[src/rtl/alu_pkg.sv]
// Shared types for the slice-serial ALU: operation codes and FSM states.
package alu_pkg;

    typedef enum logic [1:0] {
        OP_NOR = 2'b00,
        OP_XOR = 2'b01,
        OP_ADD = 2'b10,
        OP_SUB = 2'b11
    } alu_op_t;

    typedef enum logic [1:0] {
        IDLE = 2'b00,
        RUN  = 2'b01,
        DONE = 2'b10
    } alu_state_t;

endpackage

[src/rtl/alu_slice.sv]
// One SLICE-bit slice of the ALU. Purely combinational; the top feeds it one
// operand slice per cycle and keeps the carry between slices in a register.
module alu_slice
    import alu_pkg::*;
#(
    parameter int SLICE = 8
) (
    input  logic [SLICE-1:0] a_s,
    input  logic [SLICE-1:0] b_s,
    input  logic             cin,
    input  logic [1:0]       op,
    output logic [SLICE-1:0] s_s,
    output logic             cout
);

    logic [SLICE:0]   w_sum;
    logic [SLICE-1:0] w_b_eff;

    // Subtraction reuses the adder with an inverted B; the caller supplies the +1 via cin.
    always_comb begin
        w_b_eff = (alu_op_t'(op) == OP_SUB) ? ~b_s : b_s;
        w_sum   = {1'b0, a_s} + {1'b0, w_b_eff} + {{SLICE{1'b0}}, cin};
        s_s     = '0;
        cout    = 1'b0;
        case (alu_op_t'(op))
            OP_NOR:  s_s = ~(a_s | b_s);
            OP_XOR:  s_s = a_s ^ b_s;
            default: begin
                s_s  = w_sum[SLICE-1:0];
                cout = w_sum[SLICE];
            end
        endcase
    end

endmodule

[src/rtl/alu_multicycle.sv]
// Slice-serial ALU: accepts one operand bundle, computes it SLICE bits per
// clock (LSB slice first) and presents the result until the consumer takes it.
module alu_multicycle
    import alu_pkg::*;
#(
    parameter int WIDTH = 64,
    parameter int SLICE = 8
) (
    input  logic             clk,
    input  logic             rst,
    input  logic             in_valid,
    output logic             in_ready,
    input  logic [WIDTH-1:0] a,
    input  logic [WIDTH-1:0] b,
    input  logic             cin,
    input  logic [1:0]       op,
    output logic             out_valid,
    input  logic             out_ready,
    output logic [WIDTH-1:0] s,
    output logic             cout,
    output logic             zero
);

    localparam int NSLICE = WIDTH / SLICE;
    localparam int CW     = (NSLICE > 1) ? $clog2(NSLICE) : 1;

    alu_state_t       r_state;
    logic [WIDTH-1:0] r_a;
    logic [WIDTH-1:0] r_b;
    logic [WIDTH-1:0] r_s;
    alu_op_t          r_op;
    logic             r_carry;
    logic             r_cout;
    logic             r_out_valid;
    logic [CW-1:0]    r_cnt;

    logic [SLICE-1:0] w_a_arr [NSLICE];
    logic [SLICE-1:0] w_b_arr [NSLICE];
    logic [NSLICE-1:0] w_slice_en;
    logic [SLICE-1:0] w_a_slice;
    logic [SLICE-1:0] w_b_slice;
    logic [SLICE-1:0] w_s_slice;
    logic             w_cout_slice;
    logic             w_last;

    // Split the captured operands into slices and decode which result slice is written this cycle.
    for (genvar gi = 0; gi < NSLICE; gi++) begin : g_slices
        assign w_a_arr[gi]    = r_a[gi*SLICE +: SLICE];
        assign w_b_arr[gi]    = r_b[gi*SLICE +: SLICE];
        assign w_slice_en[gi] = (r_state == RUN) && (r_cnt == CW'(gi));
    end

    assign w_a_slice = w_a_arr[r_cnt];
    assign w_b_slice = w_b_arr[r_cnt];
    assign w_last    = (r_cnt == CW'(NSLICE - 1));

    alu_slice #(.SLICE(SLICE)) u_slice (
        .a_s  (w_a_slice),
        .b_s  (w_b_slice),
        .cin  (r_carry),
        .op   (r_op),
        .s_s  (w_s_slice),
        .cout (w_cout_slice)
    );

    // Control FSM with operand capture, carry chaining across slices and result registers.
    always_ff @(posedge clk) begin
        if (rst) begin
            r_state     <= IDLE;
            r_a         <= '0;
            r_b         <= '0;
            r_s         <= '0;
            r_op        <= OP_NOR;
            r_carry     <= 1'b0;
            r_cout      <= 1'b0;
            r_out_valid <= 1'b0;
            r_cnt       <= '0;
        end else begin
            case (r_state)
                IDLE: begin
                    if (in_valid) begin
                        r_a     <= a;
                        r_b     <= b;
                        r_op    <= alu_op_t'(op);
                        r_cnt   <= '0;
                        // Only arithmetic ops consume the incoming carry.
                        r_carry <= op[1] ? cin : 1'b0;
                        r_state <= RUN;
                    end
                end
                RUN: begin
                    for (int i = 0; i < NSLICE; i++) begin
                        if (w_slice_en[i]) begin
                            r_s[i*SLICE +: SLICE] <= w_s_slice;
                        end
                    end
                    r_carry <= w_cout_slice;
                    r_cnt   <= r_cnt + CW'(1);
                    if (w_last) begin
                        r_cout      <= w_cout_slice;
                        r_out_valid <= 1'b1;
                        r_state     <= DONE;
                    end
                end
                DONE: begin
                    if (out_ready) begin
                        r_out_valid <= 1'b0;
                        r_state     <= IDLE;
                    end
                end
                default: begin
                    r_out_valid <= 1'b0;
                    r_state     <= IDLE;
                end
            endcase
        end
    end

    assign in_ready  = (r_state == IDLE) && !rst;
    assign out_valid = r_out_valid;
    assign s         = r_s;
    assign cout      = r_cout;
    assign zero      = (r_s == '0);

endmodule
[config.mk]
export PLATFORM = sky130hd
export DESIGN_NAME = alu_multicycle
export DESIGN_NICKNAME = d
export VERILOG_FILES = /design/src/rtl/alu_pkg.sv /design/src/rtl/alu_slice.sv /design/src/rtl/alu_multicycle.sv
export SDC_FILE = /design/constraint.sdc
export NUM_CORES = 1
export LEC_CHECK = 0
export ABC_AREA = 1
export CAP_MARGIN = 20
export CORE_ASPECT_RATIO = 2
export CORE_UTILIZATION = 40
export DETAILED_ROUTE_END_ITERATION = 10
export PLACE_DENSITY = 0.65
export REMOVE_ABC_BUFFERS = 1
export SYNTH_ARGS = -nofsm -noshare
export SYNTH_HDL_FRONTEND = slang
export SYNTH_SLANG_ARGS = --single-unit
[constraint.sdc]
create_clock -name clk -period 4.4 [get_ports clk]
set_clock_uncertainty 0.2 [all_clocks]
set_input_delay 0.66 -clock clk [delete_from_list [all_inputs] [get_ports clk]]
set_output_delay 0.66 -clock clk [all_outputs]
set_load 0.05 [all_outputs]
### Word level (Yosys, flattened, before mapping)

Index checks and enable logic that the tools add are counted.

| word-level totals | value |
|---|---|
| bits in latches | 0 |
| memory bits (read-only) | 0 |
| output and inout port bits | 68 |
| bits in registers | 202 |
| RAM bits | 0 |
| input bits | 135 |
| logic and storage cells | 90 |
| memories kept | 0 |

| operators by class | value |
|---|---|
| equal/unequal tests | 14 |
| magnitude comparators | 1 |
| $add $sub $neg | 3 |
| mux-type cells | 21 |
| bitwise operators | 6 |
| reduce and logical (&&, ||, !) cells | 29 |
| shift-type cells | 0 |
| div/mod/pow operators | 0 |
| multiply operators | 0 |

Operators with widths:

| operator | number |
|---|---|
| $logic_not A64 Y1 | 1 |
| $bmux W8 S3 | 2 |
| $mux W8 | 5 |
| $reduce_and A2 Y1 | 11 |
| $not A8 Y8 | 2 |
| $pmux W8 S2 | 1 |
| $eq A3 B3 Y1 const B | 4 |
| $add A8 B8 Y9 | 1 |
| $add A9 B1 Y9 | 1 |
| $logic_and A1 B1 Y1 | 9 |
| $or A8 B8 Y8 | 1 |
| $xor A8 B8 Y8 | 1 |
| $eq A3 B2 Y1 const B | 2 |
| $mux W2 | 3 |
| $ne A2 B2 Y1 const B | 3 |
| $pmux W2 S3 | 1 |
| $pmux W3 S2 | 1 |
| $reduce_and A3 Y1 | 2 |
| $mux W1 | 5 |
| $eq A2 B1 Y1 const B | 2 |
| $eq A2 B2 Y1 const B | 2 |
| $ge A4 B4 Y1 const B | 1 |
| $logic_not A2 Y1 | 2 |
| $not A3 Y4 | 1 |
| 10 further kinds | 10 |

### Depth between registers and ports, before layout

Gate-level depths: netlist of the first run.

| logic depth | value |
|---|---|
| depth in word-level cells | 10 |
| depth in mapped cells | 20 |
| mapped depth without buffers | 18 |

### Modules after synthesis

A second synthesis of the first run with hierarchy kept.

| unflattened totals | value |
|---|---|
| cells, all modules | 1335 |
| area, all modules | 9313.9 sq um |

Modules (own cells, without submodules):

| module | area an instance (sq um) | instances | sequential area each (sq um) | cells each |
|---|---|---|---|---|
| alu_multicycle | 8499.4 | 1 | 4043.9 | 1199 |
| alu_slice | 814.5 | 1 | 0.0 | 136 |

### Worst setup path after synthesis of the first run

OpenSTA, ideal clock, no wires.

| path | value |
|---|---|
| path kind | register -> register |
| start point | register r_cnt[2] |
| end point | register r_s[17] (netlist: s[17]) |
| data arrival time | 2.758 ns |
| path slack | 1.302 ns |
| library setup time | 0.140 ns |
| cell stages (with the launch flop) | 14 |
| data required time | 4.060 ns |
| clock period less this slack | 3.098 ns |
| path buffers | 4 |
| cells stage by stage | dfxtp_1 > buf_6 > inv_2 > buf_6 > buf_8 > buf_4 > a21oi_1 > a32oi_1 > fa_1 > inv_1 > fa_1 > a22o_1 > a21oi_1 > a21oi_1 |

| on the way | value |
|---|---|
| word-level cells in the longest chain between the ends | 9 |
| elaborated cells on any way between the ends | 18 |
| those cells by class | add/sub (2); eq/ne (1); mux (8); bitwise (5); reduce/logical (2) |

Ends and longest elaborated chain:

| element | line | source |
|---|---|---|
| start, declared | alu_multicycle.sv:35 | `logic [CW-1:0] r_cnt;` |
| start signal, assigned | alu_multicycle.sv:98 | `r_cnt <= r_cnt + CW'(1);` |
| $not A3 Y4 (implied by the code) | alu_multicycle.sv:53, alu_multicycle.sv:54 |  |
| $bmux W8 S3 | alu_multicycle.sv:54 | `assign w_b_slice = w_b_arr[r_cnt];` |
| $mux W8 (implied by the code) (2 in a row) | alu_multicycle.sv:54 |  |
| $not A8 Y8 | alu_slice.sv:21 | `w_b_eff = (alu_op_t'(op) == OP_SUB) ? ~b_s : b_s;` |
| $mux W8 | alu_slice.sv:21 |  |
| $add A8 B8 Y9 | alu_slice.sv:22 | `w_sum = {1'b0, a_s} + {1'b0, w_b_eff} + {{SLICE{1'b0}}, cin};` |
| $add A9 B1 Y9 | alu_slice.sv:22 |  |
| $pmux W8 S2 | alu_slice.sv:25 | `case (alu_op_t'(op))` |
| end signal, assigned by index | alu_multicycle.sv:94 | `r_s[i*SLICE +: SLICE] <= w_s_slice;` |
| end, declared | alu_multicycle.sv:30 | `logic [WIDTH-1:0] r_s;` |

Parallel ways exist; a longest one is shown, timed or not. The select of a mux whose other input is x is not followed.
A chain may end at the register's enable or synchronous reset.

### Final worst setup path of the first run

| path | value |
|---|---|
| start point | register r_cnt[1] |
| end point | register r_s[12] (netlist: s[12]) |

Same word-level chain as after synthesis.

==> out/metrics.csv, run 1 <==
metric,value,unit
result of the run,"finished, final reports clean",
worst hold path class,reg2reg,
Synthesis Warnings,0,
post-synthesis adder-cell area fraction,0.0321,
switching power,1.39,mW
postcts setup bufs,0,
library cells used by synthesis,36,
Longest Clk Path Bufs,3,
part of the cycle the worst path needs,0.812,
Hold WS,0.296,ns
pre-CTS WS,0.798,ns
DR vias/cell,5.16,
CP Capture Type,flip-flop,
post-CTS sizing,0,
largest family of logic cells by synthesized area,simple AND/OR/NAND/NOR gates,
Hold Path Origin,r_op[0]$_SDFFE_PP0P_,
number of DRC markers in iteration 0,573,
WL per Instance,16.1,um
minimum clock period,3.57,ns
die width,111,um
number of inserted diodes,0,
mux contribution to synthesized area,0,
Total Wirelength,28300,um
compound-gate portion of the synthesized area,0.191,
Core Box Area,23200,um^2
CP max FO,18,
leading area contributor after synthesis,dfxtp_1,
Port Buf Inserts,202,
TNS Setup,0,ns
share of cells above drive strength 1,0.0528,
filler cell count,2297,
synth top area cells,"dfxtp_1 43%, nor2_1 15%, o21ai_0 9.8%",
Comb pwr share,0.210,
CTS Sinks,202,
CTS H-tree depth,1,
placed cell areas,11500,um^2
Final WS setup,0.826,ns
Worst Path Arrival,3.76,ns
initial antenna violation count,0,
LEAKAGE,5.22,nW
power share of the sequential group,0.429,
"Reg clk slew, reported paths",0.07,ns
worst r2r path cells,15,
Synth Register Bits,202,
Critical Path Start Type,flip-flop,
chip height,219,um
Worst Hold Depth,2,
Finished Cell Area,12100,um^2
Slew HR,0.258,
synthesized instance count,1308,
fin cells,1760,
most frequent cells in the layout,"375 x nor2_1, 202 x clkdlybuf4s50_1, 201 x dfxtp_1",
RR Endpoint,s[12]$_SDFFE_PP0P_,
"commonest non-fill, non-tap cell in the layout",nor2_1,
vias in the first global route,8797,
gr usage total,0.229,
Layout area overhead,28.3,%
Post-layout nets,1623,
vias after detailed routing,9077,
PwrDens,388,nW/um^2
root buffer cell,clkbuf_16,
Worst EP required,4.59,ns
fin util,0.522,
Slew Limit Fails,0,
Pint,3.31,mW
Setup Crit Path Kind,reg2reg,
CTS tree,yes,
Residual DRC,0,
GRT overflow,0,
initial core utilization,0.407,
I/O pins,203,
DRT Pass-1 Iters,5,
RSZ-0062 raised after global routing,no,
post-route ant nets,0,
Crit Reg-Reg Startpoint,r_cnt[1]$_SDFFE_PP0P_,
largest net degree at the start of global routing,87,
Hold Buf Count CTS,0,
Worst-Margin Slew,1.11,ns
sw frac,0.295,
area of the die,24300,um^2
"Avg Cell Area, Syn",7.22,um^2
Synth Area in XOR/XNOR,0.00742,
cell area after synthesis,9450,um^2
first-pass GRT wire length,44700,um
post-synth top area share,0.428,
post-synthesis sequential area ratio,0.428,
Rows,79,
Worst R2R Setup Slack,0.83,ns
Max Cap Violations,0,
CTS Buf Count,19,
"Hold Vio Cnt, Final",0,
VDD IR-drop max,0.312,mV
DP Wirelength,20300,um
placed insts,1727,
clock group share of total power,0.360,
f_max,0.280,GHz
"Clk Latency, worst-skew pair",0.49,ns
RePlAce Congestion,0.835,
number of setup violations in the final report,0,
Tot Pwr,4.70,mW
worst hold endpoint,r_op[0]$_SDFFE_PP0P_,
Post-Synth Simple-Gate Area,0.254,
[cell families after synthesis]
| kind of cell | Yosys count |
|---|---|
| AO/OA/AOI/OAI | 320 |
| AND/OR/NAND/NOR | 583 |
| flip-flops | 202 |
| adder cells (fa/ha/maj) | 23 |
| buffers and inverters | 172 |
| XOR/XNOR | 8 |
[power by group through the flow]
stage | Sequential (mW) | Clock (mW) | Combinational [mW]
final | 2.02 | 1.69 | 0.987
after global routing | 2.03 | 1.80 | 1.09
after CTS | 2.01 | 1.73 | 0.992
after detailed placement | 2.05 | 0 | 0.985
after global placement | 2.05 | 0 | 0.972
after floorplan | 2.09 | 0 | 0.546
[per-layer routing]
| metal | part of all wire | vias up | global-route usage |
|---|---|---|---|
| met5 | 0 | - | 0 |
| met4 | 0.049 | 0 | 0.117 |
| met3 | 0.033 | 58 | 0.0229 |
| met2 | 0.55 | 209 | 0.457 |
| met1 | 0.37 | 4196 | 0.232 |
| li1 | - | 4614 | - |
[worst max-delay path, stage by stage, from the launching register on]
cell and delay (ns):
dfxtp_1 0.66, inv_2 0.28, a21oi_1 0.20, a21oi_1 0.08
a32oi_1 0.32, fa_1 0.24, inv_1 0.07, fa_1 0.44
nand2_1 0.10, nand3_1 0.09, nand2_1 0.09, a21oi_1 0.06
o21ai_1 0.37, nand3_1 0.15, nand2_1 0.10, inv_1 0.04
[state kept, by name (all words and copies together) (netlist names)]
name       count
s             64
cout           1
r_b           64
r_carry        1
r_a           64
r_state        2
out_valid      1
r_cnt          3
r_op           2
[area by class of cell]
type                       count  area (um^2)  share of cell area
clock inverter                 6          114             0.00940
inverter                      89          342              0.0282
multi-input combinational    934         4580               0.378
sequential                   202         4050               0.334
timing repair buffer         219         2170               0.179
clock buffer                  27          505              0.0417
tap                          283          354              0.0292
[how the worst max path moves through the flow]
| stage | startpoint | endpoint | cells past startpoint |
|---|---|---|---|
| 4_1_cts | r_cnt[1]$_SDFFE_PP0P_ | s[12]$_SDFFE_PP0P_ | 15 |
| 3_5_place_dp | r_cnt[1]$_SDFFE_PP0P_ | s[12]$_SDFFE_PP0P_ | 15 |
| 6_report | r_cnt[1]$_SDFFE_PP0P_ | s[12]$_SDFFE_PP0P_ | 15 |
| 3_3_place_gp | r_cnt[0]$_SDFFE_PP0P_ | s[53]$_SDFFE_PP0P_ | 16 |
| 2_1_floorplan | r_cnt[0]$_SDFFE_PP0P_ | s[17]$_SDFFE_PP0P_ | 11 |
| 5_1_grt | r_cnt[1]$_SDFFE_PP0P_ | s[20]$_SDFFE_PP0P_ | 15 |
[synth_stat cells]
library cell,instances
nor2_4,2
nand3_1,60
a32o_1,10
o21a_1,10
a22o_1,6
ha_1,21
a221oi_2,2
nor3_4,6
a21oi_1,54
o21ai_0,185
buf_4,13
nand2_1,122
buf_8,1
xor2_1,7
fa_1,2
clkbuf_2,1
a32oi_1,1
inv_1,78
inv_2,9
o22ai_1,4
buf_2,27
clkinv_1,1
o21ai_1,21
nand3b_1,2
buf_6,10
nor4_1,12
o21ai_2,10
xnor2_1,1
o211ai_1,16
a211oi_1,1
dfxtp_1,202
inv_4,1
nor2_1,375
or2_2,3
or2_4,1
clkbuf_1,31
Power figures use the tool's default switching activity.
==> run 2: changes to the inputs <==
- clock period: 4.4 -> 3.6 ns (I/O delays scaled with it)
==> run 2 against run 1 <==
Effect of this change:
- clock power increased by 33%
- global-route usage up 0.19 points
- die area unchanged
- flip-flop and latch count unchanged
- highest routed layer unchanged
==> out/metrics.csv, run 2 (same netlist as run 1, synthesis figures left out) <==
metric,value,unit,change
fin cells,1765,,"was 1,760"
Crit Reg-Reg Startpoint,r_cnt[0]$_SDFFE_PP0P_,,was r_cnt[1]$_SDFFE_PP0P_
Layout area overhead,30.0,%,was 28.3%
number of DRC markers in iteration 0,500,,was 573
share of cells above drive strength 1,0.0608,,was 0.0528
GRT overflow,0,,unchanged
minimum clock period,3.32,ns,
RR Endpoint,s[22]$_SDFFE_PP0P_,,was s[12]$_SDFFE_PP0P_
part of the cycle the worst path needs,0.922,,
Hold Path Origin,r_op[0]$_SDFFE_PP0P_,,unchanged
Port Buf Inserts,202,,unchanged
post-CTS sizing,0,,unchanged
Worst R2R Setup Slack,0.34,ns,was 0.83 ns
DR vias/cell,5.12,,was 5.16
"Hold Vio Cnt, Final",0,,unchanged
CP Capture Type,output pin,,was flip-flop
first-pass GRT wire length,45100,um,"was 44,700 um"
initial core utilization,0.407,,unchanged
worst hold path class,reg2reg,,unchanged
Core Box Area,23200,um^2,unchanged
CP max FO,3,,was 18
Worst Path Arrival,2.58,ns,was 3.76 ns
DRT Pass-1 Iters,6,,was 5
Post-layout nets,1626,,"was 1,623"
Hold WS,0.292,ns,was 0.296 ns
WL per Instance,15.9,um,was 16.1 um
"Reg clk slew, reported paths",0.07,ns,about the same
I/O pins,203,,unchanged
Max Cap Violations,0,,unchanged
Finished Cell Area,12300,um^2,"was 12,100 um^2"
CTS Sinks,202,,unchanged
f_max,0.301,GHz,
postcts setup bufs,0,,unchanged
RSZ-0062 raised after global routing,no,,unchanged
Total Wirelength,28100,um,"was 28,300 um"
Setup Crit Path Kind,reg2out,,was reg2reg
post-route ant nets,0,,unchanged
Hold Buf Count CTS,0,,unchanged
PwrDens,483,nW/um^2,was 388 nW/um^2
DP Wirelength,20200,um,"was 20,300 um"
placed cell areas,11600,um^2,"was 11,500 um^2"
area of the die,24300,um^2,unchanged
vias in the first global route,8804,,"was 8,797"
Crit path largest cell delay,0.80,ns,was 0.66 ns
Residual DRC,0,,unchanged
Slew HR,0.426,,was 0.258
CTS tree,yes,,unchanged
chip height,219,um,unchanged
Critical Path Start Type,flip-flop,,unchanged
"commonest non-fill, non-tap cell in the layout",nor2_1,,unchanged
die width,111,um,unchanged
Longest Clk Path Bufs,3,,unchanged
Worst Hold Depth,2,,unchanged
filler cell count,2309,,"was 2,297"
worst r2r path cells,17,,was 15
Rows,79,,unchanged
CTS H-tree depth,1,,unchanged
CTS Buf Count,19,,unchanged
crit path max-delay cell type,clkdlybuf4s50_1,,was dfxtp_1
placed insts,1730,,"was 1,727"
"Clk Latency, worst-skew pair",0.50,ns,was 0.49 ns
RePlAce Congestion,0.821,,was 0.835
crit-path cells,or2_2 -> nor4_1 -> nand3_1 -> nor2_1 -> clkdlybuf4s50_1,,was inv_2 -> a21oi_1 -> a21oi_1 -> a32oi_1 -> fa_1 -> inv_1 -> fa_1 -> nand2_1 -> nand3_1 -> nand2_1 -> a21oi_1 -> o21ai_1 -> nand3_1 -> nand2_1 -> inv_1
VDD IR-drop max,0.519,mV,was 0.312 mV
most frequent cells in the layout,"375 x nor2_1, 201 x dfxtp_1, 201 x clkdlybuf4s50_1",,"was 375 x nor2_1, 202 x clkdlybuf4s50_1, 201 x dfxtp_1"
Worst Path Buf+Inv,1,,was 3
Worst EP required,2.86,ns,was 4.59 ns
initial antenna violation count,1,,was 0
largest net degree at the start of global routing,174,,was 87
vias after detailed routing,9035,,"was 9,077"
"delay-heaviest family, CP",simple AND/OR/NAND/NOR gates,,was compound AO/OA/AOI/OAI gates
number of setup violations in the final report,0,,unchanged
result of the run,"finished, final reports clean",,unchanged
Worst-Margin Slew,0.861,ns,was 1.11 ns
Tot Pwr,5.93,mW,was 4.70 mW
root buffer cell,clkbuf_16,,unchanged
gr usage total,0.231,,was 0.229
worst hold endpoint,r_op[0]$_SDFFE_PP0P_,,unchanged
Slew Limit Fails,0,,unchanged
LEAKAGE,5.30,nW,was 5.22 nW
## run 2: cell count changes in the layout (fill, tap and decap cells not counted)
| cell | previous run | this run |
|---|---|---|
| clkbuf_1 | 8 | 1 |
| clkdlybuf4s50_1 | 202 | 201 |
| clkbuf_8 | 0 | 6 |
| inv_6 | 0 | 1 |
| inv_8 | 1 | 0 |
| clkinv_2 | 1 | 3 |
| bufinv_16 | 3 | 4 |
| diode_2 | 0 | 1 |
| clkinvlp_4 | 1 | 0 |
| buf_12 | 2 | 6 |
## run 2: area by class of cell
type                       instances  area [um^2]  area share
sequential                       202         4050       0.329
clock buffer                      26          562      0.0458
inverter                          89          342      0.0278
clock inverter                     8          144      0.0117
tap                              283          354      0.0288
timing repair buffer             222         2240       0.183
antenna                            1         2.50    0.000204
multi-input combinational        934         4580       0.373
## run 2: per-stage QoR
| stage | setup TNS (ns) | utilization | setup WS [ns] |
|---|---|---|---|
| 3_5_place_dp | 0 | 0.498 | 0.336 |
| 5_1_grt | 0 | 0.529 | 0.0259 |
| 6_report | 0 | 0.529 | 0.279 |
| 2_1_floorplan | -37.16 | - | -0.820 |
| 4_1_cts | 0 | 0.528 | 0.225 |
| 3_3_place_gp | 0 | 0.498 | 0.384 |
## run 2: worst max-delay path by stage
| stage | cells after the start | start | slack (ns) | endpoint |
|---|---|---|---|---|
| 2_1_floorplan | 11 | r_cnt[0]$_SDFFE_PP0P_ | -0.82 | s[17]$_SDFFE_PP0P_ |
| 3_3_place_gp | 19 | r_cnt[0]$_SDFFE_PP0P_ | 0.38 | s[22]$_SDFFE_PP0P_ |
| 3_5_place_dp | 18 | r_cnt[0]$_SDFFE_PP0P_ | 0.34 | s[22]$_SDFFE_PP0P_ |
| 4_1_cts | 5 | s[51]$_SDFFE_PP0P_ | 0.23 | zero |
| 5_1_grt | 15 | r_cnt[0]$_SDFFE_PP0P_ | 0.03 | s[45]$_SDFFE_PP0P_ |
| 6_report | 5 | s[51]$_SDFFE_PP0P_ | 0.28 | zero |
## run 2: worst reg2reg max path, cell delays in order (launching register included)
cell and delay [ns]:
dfxtp_2 0.36, buf_12 0.27, o21ai_0 0.15, o211ai_1 0.23, o21ai_2 0.11, xnor2_1 0.18
fa_1 0.19, inv_1 0.07, fa_1 0.45, nand2_1 0.10, nand3_1 0.09, nand3_1 0.13
nand2_1 0.06, nand2_1 0.06, nand3_1 0.29, nand3_1 0.18, nand2_1 0.07, inv_1 0.05
## run 2: power by group
group	switching (mW)	internal [mW]	leakage, nW	total (mW)
clock network	0.868	1.38	0.351	2.25
logic	0.743	0.477	3.29	1.22
registers	0.0824	2.38	1.66	2.46
total	1.69	4.24	5.30	5.93
## run 2: metal layers
layer  vias up  track usage  wire length (um)
li1       4607            -                 -
met3        60       0.0199               766
met2       214        0.455             15600
met4         0        0.123              1500
met5         -            0                 0
met1      4154        0.238             10300
==> run 3: changes to the inputs <==
- CAP_MARGIN: 20 -> unset
- SETUP_SLACK_MARGIN: unset -> 0.1
==> run 3 against run 2 <==
Effect of this change:
- clock-buffer cell count did not move
- largest cell class unchanged
- register-to-register slack improved by 0.10 ns
- critical path depth is the same
- worst setup slack about the same
- combinational power hardly changed
- critical path type unchanged
==> out/metrics.csv, run 3 (same netlist as run 1, synthesis figures left out) <==
metric,value,unit,change
share of cells above drive strength 1,0.0621,,was 0.0608
post-CTS sizing,0,,unchanged
Longest Clk Path Bufs,3,,unchanged
Post-layout nets,1626,,unchanged
I/O pins,203,,unchanged
Max Cap Violations,0,,unchanged
area of the die,24300,um^2,unchanged
worst hold path class,reg2reg,,unchanged
"commonest non-fill, non-tap cell in the layout",nor2_1,,unchanged
initial core utilization,0.407,,unchanged
Crit path largest cell delay,0.80,ns,about the same
Pint,4.24,mW,about the same
Hold Buf Count CTS,0,,unchanged
LEAKAGE,5.30,nW,about the same
switching power,1.69,mW,about the same
CP Capture Type,output pin,,unchanged
pre-CTS WS,0.336,ns,unchanged
post-route ant nets,0,,unchanged
RePlAce Congestion,0.821,,unchanged
CTS tree,yes,,unchanged
"Clk Latency, worst-skew pair",0.50,ns,about the same
Final WS setup,0.279,ns,about the same
CTS H-tree depth,1,,unchanged
"Hold Vio Cnt, Final",0,,unchanged
f_max,0.301,GHz,about the same
sw frac,0.286,,was 0.285
Worst Path Buf+Inv,1,,unchanged
root buffer cell,clkbuf_16,,unchanged
CTS Sinks,202,,unchanged
met1 usage,0.238,,unchanged
RSZ-0062 raised after global routing,no,,unchanged
Slew HR,0.426,,about the same
power share of the sequential group,0.415,,about the same
Total Wirelength,28100,um,unchanged
placed cell areas,11600,um^2,unchanged
Layout area overhead,30.1,%,was 30.0%
Critical Path Start Type,flip-flop,,unchanged
Residual DRC,0,,unchanged
Rows,79,,unchanged
first-pass GRT wire length,45100,um,unchanged
met2 usage,0.455,,unchanged
Port Buf Inserts,202,,unchanged
"delay-heaviest family, CP",simple AND/OR/NAND/NOR gates,,unchanged
Comb pwr share,0.206,,about the same
minimum clock period,3.32,ns,about the same
DR vias/cell,5.11,,was 5.12
M3 GR Usage,0.0199,,unchanged
die width,111,um,unchanged
CTS Buf Count,19,,unchanged
number of setup violations in the final report,0,,unchanged
number of DRC markers in iteration 0,497,,was 500
DRT Pass-1 Iters,7,,was 6
Worst EP required,2.86,ns,about the same
"Reg clk slew, reported paths",0.07,ns,about the same
gr usage total,0.231,,unchanged
part of the cycle the worst path needs,0.922,,about the same
Slew Limit Fails,0,,unchanged
DP Wirelength,20200,um,unchanged
Worst Path Arrival,2.58,ns,about the same
Setup Crit Path Kind,reg2out,,unchanged
crit path max-delay cell type,clkdlybuf4s50_1,,unchanged
filler cell count,2307,,"was 2,309"
vias after detailed routing,9015,,"was 9,035"
chip height,219,um,unchanged
GRT overflow,0,,unchanged
result of the run,"finished, final reports clean",,unchanged
clock group share of total power,0.379,,about the same
vias in the first global route,8804,,unchanged
Core Box Area,23200,um^2,unchanged
Finished Cell Area,12300,um^2,about the same
Tot Pwr,5.94,mW,was 5.93 mW
initial antenna violation count,1,,unchanged
PwrDens,483,nW/um^2,about the same
WL per Instance,15.9,um,unchanged
crit-path cells,or2_2 -> nor4_1 -> nand3_1 -> nor2_1 -> clkdlybuf4s50_1,,unchanged
most frequent cells in the layout,"375 x nor2_1, 201 x dfxtp_1, 201 x clkdlybuf4s50_1",,unchanged
GR peak layer,met2,,unchanged
postcts setup bufs,0,,unchanged
Worst-Margin Slew,0.862,ns,was 0.861 ns
CP max FO,3,,unchanged
largest net degree at the start of global routing,174,,unchanged
VDD IR-drop max,0.520,mV,was 0.519 mV
run 3: cell counts in the layout (fill, tap and decap cells not counted):
Identical to the previous run, type by type.
run 3: cell type report:
cell class              count  area, um^2  area share
multi-input cells         934        4590       0.374
flip-flops and latches    202        4050       0.329
repair buffers            222        2240       0.183
clock buffers              26         562      0.0457
well taps                 283         354      0.0288
inverters                  89         342      0.0278
clock inverters             8         144      0.0117
diodes                      1        2.50    0.000204
run 3: through the flow:
| step | hold WS [ns] | std cells | setup TNS [ns] | utilization |
|---|---|---|---|---|
| final | 0.291 | 1765 | 0 | 0.529 |
| after global routing | 0.322 | 1765 | 0 | 0.529 |
| after CTS | 0.290 | 1764 | 0 | 0.528 |
| after detailed placement | 0.281 | 1730 | 0 | 0.498 |
| after global placement | 0.271 | 1730 | 0 | 0.498 |
| after floorplan | 0.260 | 1225 | -37.16 | - |
run 3: power groups by stage:
stage / logic [mW] / registers (mW) / clock network (mW)
finish: 1.22 / 2.46 / 2.25
global route: 1.36 / 2.48 / 2.38
CTS: 1.23 / 2.46 / 2.29
detailed placement: 1.22 / 2.51 / 0
global placement: 1.21 / 2.51 / 0
floorplan: 0.667 / 2.55 / 0
run 3: path summary, 6_finish.rpt:
path	cells after the start	end	startpoint	slack, ns
max	5	zero	s[51]$_SDFFE_PP0P_	0.28
min	2	r_op[0]$_SDFFE_PP0P_	r_op[0]$_SDFFE_PP0P_	0.29
max reg2reg	12	s[49]$_SDFFE_PP0P_	r_cnt[0]$_SDFFE_PP0P_	0.44
min reg2reg	2	r_op[0]$_SDFFE_PP0P_	r_op[0]$_SDFFE_PP0P_	0.29
run 3: per-layer routing:
layer	up-vias	wire (um)
li1	4604	-
met1	4145	10300
met2	207	15600
met3	59	767
met4	0	1500
met5	-	0
run 3: worst min-delay path, delay by kind of cell, from the launching register on:
kind,cells,cell delay [ns]
buffers and inverters,1,0.07
flip-flops,1,0.32
AO/OA/AOI/OAI,1,0.05
